`config.mk`:
```
export PLATFORM = sky130hd
export DESIGN_NAME = id_stage
export DESIGN_NICKNAME = d
export VERILOG_FILES = /design/src/rtl/id_stage.sv
export SDC_FILE = /design/constraint.sdc
export NUM_CORES = 1
export LEC_CHECK = 0
export ABC_AREA = 1
export BUFFER_PORTS_ARGS = -buffer_cell sky130_fd_sc_hd__buf_2
export CAP_MARGIN = 5
export CELL_PAD_IN_SITES_DETAIL_PLACEMENT = 1
export CELL_PAD_IN_SITES_GLOBAL_PLACEMENT = 1
export CORE_MARGIN = 3
export CORE_UTILIZATION = 36
export DETAILED_ROUTE_END_ITERATION = 6
export HOLD_SLACK_MARGIN = 0.08
export PLACE_DENSITY = 0.92
export SLEW_MARGIN = 20
export SYNTH_ARGS = -nofsm -noshare
export SYNTH_HDL_FRONTEND = slang
export SYNTH_SLANG_ARGS = --single-unit
```
`constraint.sdc`:
```
create_clock -name clk -period 2.01 [get_ports clk]
set_clock_uncertainty 0.1 [all_clocks]
set_input_delay 0.201 -clock clk [delete_from_list [all_inputs] [get_ports clk]]
set_output_delay 0.201 -clock clk [all_outputs]
set_load 0.1 [all_outputs]
```
`src/rtl/id_stage.sv`:
```
// id_stage: registered RV32I decode stage with valid/ready handshakes, EX/MEM operand forwarding,
// load-use stall and flush. Define ID_MEM_FWD_EN to enable forwarding from the MEM stage.
module id_stage #(
    parameter  int XLEN        = 32,
    parameter  int REGW        = 5,
    localparam int RTLOP_BUS   = 5,
    localparam int RTLTYPE_BUS = 3
) (
    input  logic                   clk,
    input  logic                   rst_n,
    input  logic                   in_valid,
    output logic                   in_ready,
    input  logic [31:0]            instr_i,
    input  logic [XLEN-1:0]        pc_i,
    output logic [REGW-1:0]        gprs_raddr1,
    output logic [REGW-1:0]        gprs_raddr2,
    input  logic [XLEN-1:0]        gprs_rdata1_i,
    input  logic [XLEN-1:0]        gprs_rdata2_i,
    input  logic [REGW-1:0]        ex_gprs_waddr,
    input  logic [XLEN-1:0]        ex_gprs_wdata,
    input  logic                   ex_is_load,
    input  logic [REGW-1:0]        mem_gprs_waddr,
    input  logic [XLEN-1:0]        mem_gprs_wdata,
    input  logic                   flush_i,
    output logic                   out_valid,
    input  logic                   out_ready,
    output logic [RTLOP_BUS-1:0]   rtlop_o,
    output logic [RTLTYPE_BUS-1:0] rtltype_o,
    output logic [XLEN-1:0]        pc_o,
    output logic [XLEN-1:0]        src1_o,
    output logic [XLEN-1:0]        src2_o,
    output logic [XLEN-1:0]        store_data_o,
    output logic [XLEN-1:0]        target_o,
    output logic [2:0]             mem_size_o,
    output logic [REGW-1:0]        gprs_waddr_o,
    output logic                   error_o
);

    localparam logic [6:0] OPC_OPIMM  = 7'b0010011;
    localparam logic [6:0] OPC_OP     = 7'b0110011;
    localparam logic [6:0] OPC_LOAD   = 7'b0000011;
    localparam logic [6:0] OPC_STORE  = 7'b0100011;
    localparam logic [6:0] OPC_BRANCH = 7'b1100011;
    localparam logic [6:0] OPC_JAL    = 7'b1101111;
    localparam logic [6:0] OPC_JALR   = 7'b1100111;
    localparam logic [6:0] OPC_LUI    = 7'b0110111;
    localparam logic [6:0] OPC_AUIPC  = 7'b0010111;

    // ALU ops are {2'b00, funct3}; branches are {2'b01, funct3}; SRA gets its own code.
    localparam logic [RTLOP_BUS-1:0] OP_ADD = 5'b00000;
    localparam logic [RTLOP_BUS-1:0] OP_SRA = 5'b10101;

    typedef enum logic [RTLTYPE_BUS-1:0] {
        ARICH  = 3'd0,
        RMEM   = 3'd1,
        WMEM   = 3'd2,
        JUMP   = 3'd3,
        BRANCH = 3'd4
    } rtltype_e;

    function automatic logic [XLEN-1:0] sext32(input logic [31:0] v);
        return XLEN'($signed(v));
    endfunction

    logic [6:0]      opcode;
    logic [6:0]      funct7;
    logic [2:0]      funct3;
    logic [REGW-1:0] rs1;
    logic [REGW-1:0] rs2;
    logic [REGW-1:0] rd;
    logic [XLEN-1:0] immI;
    logic [XLEN-1:0] immS;
    logic [XLEN-1:0] immB;
    logic [XLEN-1:0] immJ;
    logic [XLEN-1:0] immU;
    logic [XLEN-1:0] rs1Data;
    logic [XLEN-1:0] rs2Data;

    assign opcode = instr_i[6:0];
    assign funct3 = instr_i[14:12];
    assign funct7 = instr_i[31:25];
    assign rs1    = REGW'(instr_i[19:15]);
    assign rs2    = REGW'(instr_i[24:20]);
    assign rd     = REGW'(instr_i[11:7]);

    assign gprs_raddr1 = rs1;
    assign gprs_raddr2 = rs2;

    assign immI = sext32({{20{instr_i[31]}}, instr_i[31:20]});
    assign immS = sext32({{20{instr_i[31]}}, instr_i[31:25], instr_i[11:7]});
    assign immB = sext32({{19{instr_i[31]}}, instr_i[31], instr_i[7], instr_i[30:25],
                          instr_i[11:8], 1'b0});
    assign immJ = sext32({{11{instr_i[31]}}, instr_i[31], instr_i[19:12], instr_i[20],
                          instr_i[30:21], 1'b0});
    assign immU = sext32({instr_i[31:12], 12'b0});

    // EX is checked last so that it overrides a MEM match on the same register.
    always_comb begin
        rs1Data = gprs_rdata1_i;
        rs2Data = gprs_rdata2_i;
`ifdef ID_MEM_FWD_EN
        if (rs1 != '0 && rs1 == mem_gprs_waddr) rs1Data = mem_gprs_wdata;
        if (rs2 != '0 && rs2 == mem_gprs_waddr) rs2Data = mem_gprs_wdata;
`endif
        if (rs1 != '0 && rs1 == ex_gprs_waddr) rs1Data = ex_gprs_wdata;
        if (rs2 != '0 && rs2 == ex_gprs_waddr) rs2Data = ex_gprs_wdata;
    end

`ifdef ID_MEM_FWD_EN
`else
    logic unusedMemFwd;
    assign unusedMemFwd = ^{mem_gprs_waddr, mem_gprs_wdata};
`endif

    logic [RTLOP_BUS-1:0] rtlop_d;
    rtltype_e             rtltype_d;
    logic [XLEN-1:0]      src1_d;
    logic [XLEN-1:0]      src2_d;
    logic [XLEN-1:0]      store_data_d;
    logic [XLEN-1:0]      target_d;
    logic [2:0]           mem_size_d;
    logic [REGW-1:0]      gprs_waddr_d;
    logic                 error_d;
    logic                 useRs1;
    logic                 useRs2;

    always_comb begin
        rtlop_d      = OP_ADD;
        rtltype_d    = ARICH;
        src1_d       = rs1Data;
        src2_d       = '0;
        store_data_d = '0;
        target_d     = '0;
        mem_size_d   = '0;
        gprs_waddr_d = rd;
        error_d      = 1'b0;
        useRs1       = 1'b0;
        useRs2       = 1'b0;
        case (opcode)
            OPC_OPIMM: begin
                useRs1  = 1'b1;
                src2_d  = immI;
                rtlop_d = {2'b00, funct3};
                if (funct3 == 3'b001 && funct7 != 7'h00) error_d = 1'b1;
                if (funct3 == 3'b101) begin
                    if (funct7 == 7'h20)      rtlop_d = OP_SRA;
                    else if (funct7 != 7'h00) error_d = 1'b1;
                end
            end
            OPC_OP: begin
                useRs1  = 1'b1;
                useRs2  = 1'b1;
                src2_d  = rs2Data;
                rtlop_d = {2'b00, funct3};
                // SUB is executed as an ADD of the negated operand.
                if (funct7[5]) begin
                    if (funct3 == 3'b000)      src2_d  = '0 - rs2Data;
                    else if (funct3 == 3'b101) rtlop_d = OP_SRA;
                end
            end
            OPC_LOAD: begin
                useRs1     = 1'b1;
                rtltype_d  = RMEM;
                src2_d     = immI;
                mem_size_d = funct3;
                error_d    = (funct3 == 3'd3) || (funct3[2:1] == 2'b11);
            end
            OPC_STORE: begin
                useRs1       = 1'b1;
                useRs2       = 1'b1;
                rtltype_d    = WMEM;
                src2_d       = immS;
                store_data_d = rs2Data;
                mem_size_d   = funct3;
                gprs_waddr_d = '0;
                error_d      = funct3 > 3'd2;
            end
            OPC_BRANCH: begin
                useRs1       = 1'b1;
                useRs2       = 1'b1;
                rtltype_d    = BRANCH;
                rtlop_d      = {2'b01, funct3};
                src2_d       = rs2Data;
                store_data_d = rs2Data;
                target_d     = pc_i + immB;
                gprs_waddr_d = '0;
                error_d      = funct3[2:1] == 2'b01;
            end
            OPC_JAL: begin
                rtltype_d = JUMP;
                src1_d    = pc_i;
                src2_d    = immJ;
                target_d  = pc_i + immJ;
            end
            OPC_JALR: begin
                useRs1    = 1'b1;
                rtltype_d = JUMP;
                src2_d    = immI;
            end
            OPC_LUI: begin
                src1_d = immU;
            end
            OPC_AUIPC: begin
                src1_d = pc_i;
                src2_d = immU;
            end
            default: begin
                src1_d  = '0;
                error_d = 1'b1;
            end
        endcase
        if (error_d) gprs_waddr_d = '0;
    end

    logic hazard;
    logic canAdvance;
    logic accept;

    // A load in EX has no data yet, so any instruction reading its destination must wait.
    assign hazard = ex_is_load && (ex_gprs_waddr != '0) &&
                    ((useRs1 && rs1 == ex_gprs_waddr) || (useRs2 && rs2 == ex_gprs_waddr));

    logic                 out_valid_q;
    logic [RTLOP_BUS-1:0] rtlop_q;
    rtltype_e             rtltype_q;
    logic [XLEN-1:0]      pc_q;
    logic [XLEN-1:0]      src1_q;
    logic [XLEN-1:0]      src2_q;
    logic [XLEN-1:0]      store_data_q;
    logic [XLEN-1:0]      target_q;
    logic [2:0]           mem_size_q;
    logic [REGW-1:0]      gprs_waddr_q;
    logic                 error_q;

    assign canAdvance = ~out_valid_q | out_ready;
    assign in_ready   = canAdvance & ~hazard;
    assign accept     = in_valid & in_ready;

    // When the output drains without a new acceptance (idle or stalled), a bubble is loaded.
    always_ff @(posedge clk or negedge rst_n) begin
        if (!rst_n) begin
            out_valid_q  <= 1'b0;
            rtlop_q      <= OP_ADD;
            rtltype_q    <= ARICH;
            pc_q         <= '0;
            src1_q       <= '0;
            src2_q       <= '0;
            store_data_q <= '0;
            target_q     <= '0;
            mem_size_q   <= '0;
            gprs_waddr_q <= '0;
            error_q      <= 1'b0;
        end else if (flush_i) begin
            out_valid_q <= 1'b0;
        end else if (accept) begin
            out_valid_q  <= 1'b1;
            rtlop_q      <= rtlop_d;
            rtltype_q    <= rtltype_d;
            pc_q         <= pc_i;
            src1_q       <= src1_d;
            src2_q       <= src2_d;
            store_data_q <= store_data_d;
            target_q     <= target_d;
            mem_size_q   <= mem_size_d;
            gprs_waddr_q <= gprs_waddr_d;
            error_q      <= error_d;
        end else if (canAdvance) begin
            out_valid_q  <= 1'b0;
            gprs_waddr_q <= '0;
        end
    end

    assign out_valid    = out_valid_q;
    assign rtlop_o      = rtlop_q;
    assign rtltype_o    = rtltype_q;
    assign pc_o         = pc_q;
    assign src1_o       = src1_q;
    assign src2_o       = src2_q;
    assign store_data_o = store_data_q;
    assign target_o     = target_q;
    assign mem_size_o   = mem_size_q;
    assign gprs_waddr_o = gprs_waddr_q;
    assign error_o      = error_q;

endmodule

```
==> results of run 1 <==
==> kinds of logic after synthesis <==
kind of cell | after synthesis | synth area share
AND/OR/NAND/NOR | 858 | 0.304
AO/OA/AOI/OAI | 368 | 0.177
buffers and inverters | 306 | 0.109
flip-flops | 178 | 0.361
adder cells (fa/ha/maj) | 32 | 0.0330
XOR/XNOR | 22 | 0.0162
==> synth_stat cells (all sizes together) (22+ instances only) <==
cell type / count
o21ai: 194
nand4: 22
clkbuf: 26
nor2: 128
dfrtp: 178
nand2: 595
nand3: 94
o22ai: 34
buf: 59
ha: 31
inv: 218
a21oi: 57
o31ai: 34
==> what timing repair did <==
action,CTS
gates cloned,4
gates resized for setup,412
setup endpoints to repair,170
endpoints found under the hold margin,224
pin swaps,158
hold buffers,48
buffers inserted,74
==> per-stage QoR <==
stage               setup slack (ns)  setup TNS (ns)  std cells  cell area (µm²)
floorplan                     -0.804          -95.19       1764            12500
global placement               -1.15          -94.01       2814            17100
detailed placement             -1.56         -117.70       2814            17100
CTS                           -0.588          -11.03       2970            20500
==> results.txt, run 1 <==
----------------------------------------------------
[Outcome]
  Outcome ... did not finish
  Failing step ... global routing (5_1_grt)
  Error that stopped the run ... [ERROR GRT-0228] Horizontal edge usage exceeds the maximum allowed. (7, 23) usage=65535 limit=3200

[Logic synthesis]
  Async set-reset flop share out of synthesis ... 1.00
  Most instantiated flip-flop cell in the synthesis netlist ... dfrtp_1
  Biggest area contributors in the synthesized netlist ... dfrtp_1 (36%), nand2_1 (17%), inv_1 (6.0%)
  Number of enable-type register cells in the synthesized netlist ... 0
  Share of synthesized area occupied by flip-flops and latches ... 0.361
  Number of flip-flops and latches in the synthesized netlist ... between 150 and 200
  Mapped cell area ... approximately 12000 µm²
  Post-Syn Nets ... around 2k
  Dominant cell type by area after synthesis ... dfrtp_1
  Distinct cell type count of the synthesized netlist ... 54
  Share of the synthesized area in the top cell type ... 0.361
  Warnings, synthesis ... 0
  Cell count after synthesis ... roughly 1.8k
  Synthesized area divided by synthesized cell count ... between 7 and 8 µm²

[Global routing]
  Largest net degree at the start of global routing ... 112
  Antenna violations before repair ... 27

[Clock network]
  Number of clock sinks ... approximately 180
  Max Root-Sink Buffers ... 2
  Total CTS buffers ... 17
  # H-tree levels ... 4
  Cell chosen for the clock root ... clkbuf_16

[Die]
  Starting utilization of the core area ... 0.367
  Die W ... ~190 µm
  DIE HEIGHT ... roughly 190 µm
  Ports placed on the boundary ... between 300 and 400
  Site row count ... 67

[Timing]
  Endpoint with the least setup slack after the last global-route repair ... target_o[19]$_DFFE_PN0P_/D
  Worst endpoint pin kind ... register data pin

[Place]
  Number of port buffers ... about 360
  DP Wirelength ... 53.3 mm
  RD Place Congestion ... 1.02

----------------------------------------------------
==> inputs of run 2 (changes only) <==
- CELL_PAD_IN_SITES_DETAIL_PLACEMENT: 1 -> unset
- CELL_PAD_IN_SITES_GLOBAL_PLACEMENT: 1 -> unset
- CORE_UTILIZATION: 36 -> 39
- HOLD_SLACK_MARGIN: 0.08 -> unset
- PLACE_DENSITY: 0.92 -> unset
- PLACE_DENSITY_LB_ADDON: unset -> 0.15
==> run 2 against run 1 <==
  * The flow now finishes, with violations (setup timing)
  * Synthesized cell count is the same
  * Synthesized area is the same
==> results.txt, run 2 <==
----------------------------------------------------
[Outcome]
  Outcome ... complete, but fails checks
  Violated checks ... setup timing

[Global routing]
  Largest net degree at the start of global routing ... 48
  Remaining Overflow, GRT ... 0
  Overall fraction of global-route tracks in use ... 0.345
  Via count of the first global-routing pass ... roughly 15k
  Global-route wire length before repair ... about 90 mm
  Antenna violations before repair ... 5

[Logic synthesis]
  Warnings, synthesis ... 0
  Most used standard cell by instance count after synthesis ... nand2_1
  Number of flip-flops and latches in the synthesized netlist ... 178
  Biggest area contributors in the synthesized netlist ... dfrtp_1 (36%), nand2_1 (17%), inv_1 (6.0%)
  Share of synthesized area occupied by flip-flops and latches ... 0.361
  Dominant cell type by area after synthesis ... dfrtp_1
  Distinct cell type count of the synthesized netlist ... 54
  Share of the synthesized area in the top cell type ... 0.361
  Synthesized area divided by synthesized cell count ... 7.00 µm²
  Number of enable-type register cells in the synthesized netlist ... 0
  Most instantiated flip-flop cell in the synthesis netlist ... dfrtp_1
  Mapped cell area ... between 10000 and 15000 µm²
  Async set-reset flop share out of synthesis ... 1.00
  Cell count after synthesis ... around 1.8k
  Post-Syn Nets ... approximately 2.0k
  Commonest cells in the netlist ... nand2_1 (563), inv_1 (197), dfrtp_1 (178)

[Worst setup path]
  Worst Setup End Kind ... register
  Worst setup path class ... input pin to register
  Worst flop-to-flop path startpoint ... out_valid
  Arrival time of data at the critical path endpoint ... 3.00 ns
  Register-to-Register Path Depth ... 11
  Largest driver fanout on the critical path ... 8
  Data required time of the worst path ... between 2 and 2.5 ns
  Crit. Startpoint ... instr_i[4]
  Critical path startpoint category ... input pin

[Timing]
  Max-Slew Margin vs Limit ... 0.597
  F_max ... 364 MHz
  Share of the clock period used by the worst path ... 1.37
  Number of hold-slack violations in the final timing report ... 0
  Setup repair after global routing missed its margin ... true
  Count of final setup violators ... roughly 120
  Final hold slack ... around 0.015 ns
  Final worst path period need ... approximately 2.7 ns
  Final Max Slew Viols ... 0
  Post-route worst setup slack ... -0.740 ns
  Pin slew with the least headroom to its limit ... 0.609 ns

[Clock network]
  Insertion delay to the later sink of the worst-skew pair ... around 0.46 ns
  Total CTS buffers ... 17
  Max Root-Sink Buffers ... 2
  Cell chosen for the clock root ... clkbuf_16
  Clock transition at path regs ... 0.07 ns
  # H-tree levels ... 4
  Number of clock sinks ... 178
  CTS tree ... done

[Route]
  Initial DRT Pass Iterations ... 6
  Number of remaining DRC errors ... 0
  Final wirelength ... roughly 64 mm
  M1 wire length ... approximately 25 mm
  Post-route ant nets ... 0
  DR top layer ... met5
  Met2 wire len ... between 30 and 40 mm
  Detailed-route via count ... approximately 16k
  Routed length per placed instance ... roughly 22 µm
  First DRT Iteration DRCs ... ~1.3k
  Vias per cell ... between 5 and 6
  Wire length on met3 ... 6.15 mm

[Cells and area]
  Leading cell types in the layout, fill and taps excluded ... nand2_1 (380), buf_2 (343), buf_4 (343)
  Layout cells sized above 1 ... 0.530
  Commonest non-fill, non-tap cell in the layout ... nand2_1
  Non-filler cells, final ... approximately 3k
  Post-route design area ... between 20000 and 25000 µm²
  Fin nets ... roughly 2.8k
  Number of diodes ... 0
  Synth-to-layout area growth ... 79.2%
  Layout filler cell count ... 2437
  Final core area utilization ... 0.716

[Die]
  Site row count ... between 60 and 70
  DIE HEIGHT ... approximately 180 µm
  Placeable Area ... between 30000 and 40000 µm²
  Ports placed on the boundary ... 397
  Starting utilization of the core area ... 0.400
  Die W ... around 180 µm
  Die ar. ... roughly 34000 µm²

[Power and ir drop]
  VDD IR-drop max ... around 0.63 mV
  Static Leakage ... around 12 nW
  Power density relative to cell area ... approximately 580 nW/µm²

[Place]
  RD Place Congestion ... between 0.9 and 1
  DP Wirelength ... 44.9 mm
  Dpl cells ... approximately 2.8k
  Number of port buffers ... ~360
  Area post-placement ... approximately 17000 µm²

[Run]
  Max-Cap Viols ... 0

[Worst hold path]
  Hold_sp ... pc_i[23]
  Cell depth of the worst min-delay path ... 3
  Tightest Hold Check Type ... input pin to register

----------------------------------------------------
-- run 2: final timing paths --
check,endpoint,slack [ns]
max in group asynchronous,src1_o[18],0.97
worst min-delay path,pc_o[23],0.02
worst min register to register,src2_o[12],0.37
worst max register to register,target_o[18],0.01
min in group asynchronous,src1_o[2],0.18
worst max-delay path,target_o[29],-0.74
-- run 2: critical path, cell delays in order --
cell and delay [ns]:
buf_12 0.11, inv_12 0.05, nand2_8 0.04, nor2_4 0.12, inv_2 0.07, nor4_4 0.20, buf_6 0.20, o21ai_2 0.06
inv_1 0.06, ha_2 0.18, inv_2 0.05, fa_2 0.36, o21ai_2 0.19, nand2_1 0.09, nand3_2 0.10, nand2_2 0.07
nand2_4 0.10, a21oi_4 0.08, o21ai_2 0.19, nand2_1 0.09, nand2_2 0.09, nand3_2 0.09, a21oi_2 0.13, o21ai_1 0.07
-- run 2: cell families (layout without fill, tap and decap cells) --
logic type,Yosys count,in the layout,synth area share
AOI/OAI and AO/OA,368,368,0.177
and+or+nand+nor,858,858,0.304
buffers and inverters,306,1093,0.109
xor gates and xnor gates,22,22,0.0162
DFF,178,178,0.361
adders and majority gates,32,32,0.0330
-- run 2: power by group --
part           switching (W)  total (W)  internal (W)  leakage (nW)
registers           0.000150    0.00390       0.00375          2.42
logic                0.00346    0.00534       0.00188          9.05
clock network        0.00164    0.00363       0.00199         0.275
total                0.00525     0.0129       0.00763          11.7
-- run 2: final cells by class --
type / count / area, µm² / area share
multi-input cells: 1280 / 8840 / 0.399
repair buffers: 838 / 6790 / 0.307
flip-flops and latches: 178 / 4460 / 0.201
inverters: 221 / 933 / 0.0422
well taps: 396 / 495 / 0.0224
clock buffers: 20 / 447 / 0.0202
clock inverters: 11 / 154 / 0.00695
repair inverters: 3 / 30.0 / 0.00136
-- run 2: per-stage QoR --
step                setup WS [ns]  setup TNS [ns]  power (W)
floorplan                  -0.804          -95.19    0.00645
global placement            -1.30         -110.06    0.00798
global route               -0.835          -27.32     0.0133
CTS                        -0.601          -10.65     0.0121
detailed placement          -1.32         -114.64    0.00801
finish                     -0.740          -18.81     0.0129
-- run 2: per-layer routing --
layer	track usage	vias up
li1	-	7343
met1	0.439	7701
met2	0.564	821
met3	0.0867	192
met4	0.137	10
met5	0	-
-- run 2: timing repair --
item | 4_1_cts | 5_1_grt
pin swaps | 113 | 162
hold endpoints to repair | 55 | 1
setup buffers | 61 | 40
endpoints found under the setup margin | 171 | 169
cloned | 13 | 20
resized for setup | 269 | 458
hold buffers | 15 | 1
(Power assumes the default switching activity.)
